**src/rtl/roll_rx_arbiter.sv**
```systemverilog
// Round-robin arbiter that shares one serial roll receiver between NUM_REQ requesters.
// Grants one requester, pulses the receiver start, waits for valid or a timeout, then returns the roll.
module roll_rx_arbiter #(
    parameter int unsigned NUM_REQ        = 4,
    parameter int unsigned TIMEOUT_CYCLES = 1024
) (
    input  logic               clk,
    input  logic               reset,
    input  logic [NUM_REQ-1:0] i_req,
    output logic [NUM_REQ-1:0] o_grant,
    output logic               o_busy,
    output logic               o_rx_start,
    input  logic               i_rx_valid,
    input  logic [6:0]         i_rx_data,
    output logic [6:0]         o_data,
    output logic [NUM_REQ-1:0] o_done,
    output logic               o_timeout
);

    localparam int unsigned PTR_W = (NUM_REQ > 1) ? $clog2(NUM_REQ) : 1;
    localparam int unsigned CNT_W = 16;
    localparam logic [CNT_W-1:0] CNT_LAST = CNT_W'(TIMEOUT_CYCLES - 1);
    localparam logic [PTR_W-1:0] PTR_LAST = PTR_W'(NUM_REQ - 1);

    typedef enum logic [1:0] {
        IDLE  = 2'd0,
        START = 2'd1,
        WAIT  = 2'd2,
        DONE  = 2'd3
    } state_t;

    state_t             state_q, state_d;
    logic [PTR_W-1:0]   ptr_q, ptr_d;
    logic [PTR_W-1:0]   sel_q, sel_d;
    logic [CNT_W-1:0]   cnt_q, cnt_d;
    logic [PTR_W-1:0]   pick_c;
    logic               found_c;
    logic [NUM_REQ-1:0] grant_d, done_d;
    logic               busy_d, start_d, timeout_d;
    logic [6:0]         data_d;

    // First active request at or above the pointer, wrapping around.
    always_comb begin
        int unsigned idx;
        idx     = 0;
        pick_c  = '0;
        found_c = 1'b0;
        for (int unsigned k = 0; k < NUM_REQ; k++) begin
            idx = 32'(ptr_q) + k;
            if (idx >= NUM_REQ) begin
                idx = idx - NUM_REQ;
            end
            if (!found_c && i_req[PTR_W'(idx)]) begin
                found_c = 1'b1;
                pick_c  = PTR_W'(idx);
            end
        end
    end

    // Next-state and next-output logic.
    always_comb begin
        state_d   = state_q;
        ptr_d     = ptr_q;
        sel_d     = sel_q;
        cnt_d     = cnt_q;
        grant_d   = o_grant;
        data_d    = o_data;
        start_d   = 1'b0;
        done_d    = '0;
        timeout_d = 1'b0;
        case (state_q)
            IDLE: begin
                if (found_c) begin
                    sel_d   = pick_c;
                    grant_d = NUM_REQ'(1) << pick_c;
                    start_d = 1'b1;
                    state_d = START;
                end
            end
            START: begin
                cnt_d   = '0;
                state_d = WAIT;
            end
            WAIT: begin
                if (i_rx_valid) begin
                    data_d  = i_rx_data;
                    done_d  = o_grant;
                    state_d = DONE;
                end else if (cnt_q == CNT_LAST) begin
                    data_d    = '0;
                    done_d    = o_grant;
                    timeout_d = 1'b1;
                    state_d   = DONE;
                end else begin
                    cnt_d = cnt_q + CNT_W'(1);
                end
            end
            DONE: begin
                grant_d = '0;
                ptr_d   = (sel_q == PTR_LAST) ? '0 : sel_q + PTR_W'(1);
                state_d = IDLE;
            end
            default: state_d = IDLE;
        endcase
        busy_d = (state_d != IDLE);
    end

    always_ff @(posedge clk) begin
        if (reset) begin
            state_q    <= IDLE;
            ptr_q      <= '0;
            sel_q      <= '0;
            cnt_q      <= '0;
            o_grant    <= '0;
            o_busy     <= 1'b0;
            o_rx_start <= 1'b0;
            o_data     <= '0;
            o_done     <= '0;
            o_timeout  <= 1'b0;
        end else begin
            state_q    <= state_d;
            ptr_q      <= ptr_d;
            sel_q      <= sel_d;
            cnt_q      <= cnt_d;
            o_grant    <= grant_d;
            o_busy     <= busy_d;
            o_rx_start <= start_d;
            o_data     <= data_d;
            o_done     <= done_d;
            o_timeout  <= timeout_d;
        end
    end

endmodule

```
**config.mk**
```make
export PLATFORM = sky130hd
export DESIGN_NAME = roll_rx_arbiter
export DESIGN_NICKNAME = d
export VERILOG_FILES = /design/src/rtl/roll_rx_arbiter.sv
export SDC_FILE = /design/constraint.sdc
export NUM_CORES = 1
export LEC_CHECK = 0
export BUFFER_PORTS_ARGS = -buffer_cell sky130_fd_sc_hd__buf_2
export CAP_MARGIN = 20
export CORE_MARGIN = 5
export CORE_UTILIZATION = 50
export CTS_BUF_LIST = sky130_fd_sc_hd__clkbuf_4 sky130_fd_sc_hd__clkbuf_8 sky130_fd_sc_hd__clkbuf_16
export CTS_CLUSTER_DIAMETER = 80
export DETAILED_ROUTE_END_ITERATION = 8
export HOLD_SLACK_MARGIN = 0.05
export PLACE_DENSITY = 0.72
export SLEW_MARGIN = 0
export SYNTH_ARGS = -nofsm -noshare
export SYNTH_HDL_FRONTEND = slang
export SYNTH_SLANG_ARGS = --single-unit
```
**constraint.sdc**
```tcl
create_clock -name clk -period 2.5 [get_ports clk]
set_input_delay 0 -clock clk [delete_from_list [all_inputs] [get_ports clk]]
set_output_delay 0 -clock clk [all_outputs]
set_load 0.005 [all_outputs]
```
==> impl_metrics.json <==
{
  "synth_edf_count": 0,
  "arrival_ps": 2590,
  "first_pass_iters": 4,
  "cpLargestDelayFamily": "simple AND/OR/NAND/NOR gates",
  "vias": 1625,
  "worstPathRequired_ps": 2780,
  "fin_nets": 269,
  "std_cell_rows": 22,
  "syn_nets": 228,
  "n_antenna_cell": 0,
  "cpMostUsedCell": "or4_1",
  "cts_inserted_buffers": 5,
  "r2r_slack_ps": 190,
  "gp_congestion": 0.7763,
  "drcViolationCount": 0,
  "cp_max_fo": 7,
  "post_drt_wl_per_cell_um": 12.96,
  "power.leakage_nw": 0.8794,
  "synth_cell_types": 42,
  "die_x_um": 70.28,
  "max_stage_delay_ps": 660,
  "antenna_found_initial": 0,
  "yosysWarnings": 0,
  "area_growth_pct": 19.49,
  "critPathBufInv": 0,
  "holdPathEnd": "state_q[1]$_SDFF_PP0_",
  "relSlewSlack_pct": 57.84,
  "drive_gt1_share_pct": 18.88,
  "die_height_um": 70.28,
  "grt_pass1_vias": 1493,
  "drt-vias-per-instance": 5.471,
  "syn_area_per_cell_um2": 8.777,
  "period_needed_ps": 2311,
  "netlist.area_leader.share_pct": 44.08,
  "final_hold_viol_count": 0,
  "rr_startpoint": "cnt_q[10]$_SDFFE_PP0P_",
  "finalClockSkew_ps": 4.654,
  "synth_top_cell_by_area": "dfxtp_1",
  "fp.dieArea_um2": 4939,
  "ctsHtreeMaxLevel": 2,
  "ctsResizeCount": 0,
  "synth_area_um2": 1817,
  "dp.cells": 282,
  "crit_chain": "or4_1 > or4_1 > nor3b_4 > o21ai_2 > nor3b_1",
  "final_cell_area_um2": 2171,
  "p_total_mw": 1.636,
  "clk_latency_ps": 350,
  "r2r-end": "o_done[3]$_SDFF_PP0_",
  "placed_cell_area_um2": 2021,
  "ant_nets": 0,
  "crit_slowest_cell": "or4_1",
  "tns_ps": 0,
  "grt_pass1_wl_mm": 6.437,
  "synthArstFlopShare_pct": 0,
  "gr-total-overflow": 0,
  "finalNonFillerCells": 297,
  "powerDensity_nw_per_um2": 753.6,
  "place_hpwl_mm": 2.845,
  "ff2ff_path_depth": 5,
  "slew_violations": 0,
  "finalSetupViolations": 0,
  "core-area_um2": 3578,
  "initial_core_util_pct": 50.77,
  "synthTopCellsByArea": "dfxtp_1 (44%), ha_1 (4.8%), nand2_1 (4.5%)",
  "top_level_ports": 32,
  "grt_usage_pct": 16.15,
  "period_share_pct": 92.43,
  "clock_path_buffers": 2,
  "clock-sinks": 40,
  "tightest_slew_ps": 632.5,
  "critPathCaptureType": "register",
  "cts.reportedPaths.clkPinSlew_ps": 120,
  "status": "finished clean",
  "max_freq_mhz": 432.8,
  "rsz0062_at_grt": "false",
  "clock-root-buffer": "clkbuf_4",
  "synth-seq-area-share_pct": 44.08,
  "path_class": "register to register",
  "io_buffers": 31,
  "routed_wl_mm": 3.848,
  "synth_ff_type": "dfxtp_1",
  "worst_hold_slack_ps": 78.13,
  "cts_tree": "done",
  "grt_max_degree": 27,
  "min_path_cells": 2,
  "syn_inst": 207,
  "postCtsSetupBuffers": 0,
  "holdCritPathClass": "input port to register",
  "synth-seq-cells": 40,
  "hold_start": "reset",
  "setup.worst_path.start_class": "register",
  "fill_cells": 339,
  "maxCapViolations": 0,
  "ir_drop_mv": 0.5958,
  "drtIter0Drc": 88
}
==> cells by family after synthesis <==
family          after synthesis  synth area share [%]
compound gates               59                 21.28
mux                           3                 1.653
flops                        40                 44.08
xor+xnor                      3                 1.447
buf+inv                      16                 3.719
simple gates                 79                 23.00
fa+ha+maj                     7                 4.821
==> routing by layer <==
| metal | track usage, % | routed length (um) | vias to the layer above |
|---|---|---|---|
| li1 | - | - | 835 |
| met1 | 18.80 | 1720 | 756 |
| met2 | 27.55 | 1896 | 26 |
| met3 | 4.317 | 161 | 8 |
| met4 | 7.021 | 70 | 0 |
| met5 | 0 | 0 | - |
==> per-stage QoR <==
step / setup WS, ps / utilization, %
3_5_place_dp: 218.5 / 56.47
4_1_cts: 190.9 / 60.66
2_1_floorplan: 375.4 / -
5_1_grt: 33.27 / 60.66
6_report: 189.3 / 60.66
3_3_place_gp: 255.6 / 56.47
==> worst max-delay path by stage <==
stage                                       from                   end  slack, ps  depth (start not counted)
after CTS                 cnt_q[10]$_SDFFE_PP0P_  o_done[3]$_SDFF_PP0_        190                          5
final                     cnt_q[10]$_SDFFE_PP0P_  o_done[3]$_SDFF_PP0_        190                          5
after global placement    cnt_q[10]$_SDFFE_PP0P_     o_busy$_SDFF_PP0_        260                          5
after global routing      cnt_q[10]$_SDFFE_PP0P_  o_done[3]$_SDFF_PP0_         30                          5
after floorplan           cnt_q[10]$_SDFFE_PP0P_     o_busy$_SDFF_PP0_        380                          6
after detailed placement  cnt_q[10]$_SDFFE_PP0P_     o_busy$_SDFF_PP0_        220                          5
==> synthesized netlist by cell type, types with 4 or more instances <==
master	instances
clkbuf_1	6
or4_1	7
nor3_1	4
a211oi_1	4
nand2_1	22
a21oi_1	15
o21ai_0	16
o211ai_1	5
dfxtp_1	40
ha_1	7
nand3_1	9
nor2_1	16
inv_1	8
o31ai_1	4
nor3b_1	5
==> state kept, by name (all words and copies together) (netlist names) <==
register	cells
o_timeout	1
o_done	4
o_grant	4
sel_q	2
cnt_q	16
o_busy	1
state_q	2
ptr_q	2
o_data	7
o_rx_start	1
==> what timing repair did <==
item	in CTS	in global routing
setup endpoints to repair	0	0
hold endpoints to repair	7	0
hold buffers	7	0
==> cells in the final DEF (no fill, tap or decap), types with 3 or more instances in the layout <==
| cell type | instances |
|---|---|
| dfxtp_1 | 40 |
| buf_2 | 31 |
| nand2_1 | 22 |
| nor2_1 | 16 |
| o21ai_0 | 16 |
| a21oi_1 | 15 |
| nand3_1 | 9 |
| inv_1 | 8 |
| or4_1 | 7 |
| ha_1 | 7 |
| dlygate4sd3_1 | 7 |
| o211ai_1 | 5 |
| nor3b_1 | 5 |
| clkbuf_4 | 5 |
| nor3_1 | 4 |
| o31ai_1 | 4 |
| a211oi_1 | 4 |
| nand2b_1 | 3 |
| and3_1 | 3 |
| xor2_1 | 3 |
| mux2i_1 | 3 |
| buf_4 | 3 |
==> layout make-up <==
class                           count  area (um^2)  area share (%)
Clock buffer                        5        37.54           1.729
Clock inverter                      3        42.54           1.960
Inverter                            9        33.78           1.556
Multi-Input combinational cell    151        948.4           43.69
Sequential cell                    40        800.8           36.89
Tap cell                           48        60.06           2.767
Timing Repair Buffer               41        247.7           11.41
==> where the power goes <==
group          internal [mW]  leakage [nW]  switching [mW]
registers              0.710         0.324          0.0465
logic                  0.186         0.514           0.269
clock network          0.208        0.0412           0.215
No activity file was read; power rests on OpenSTA's default activity.
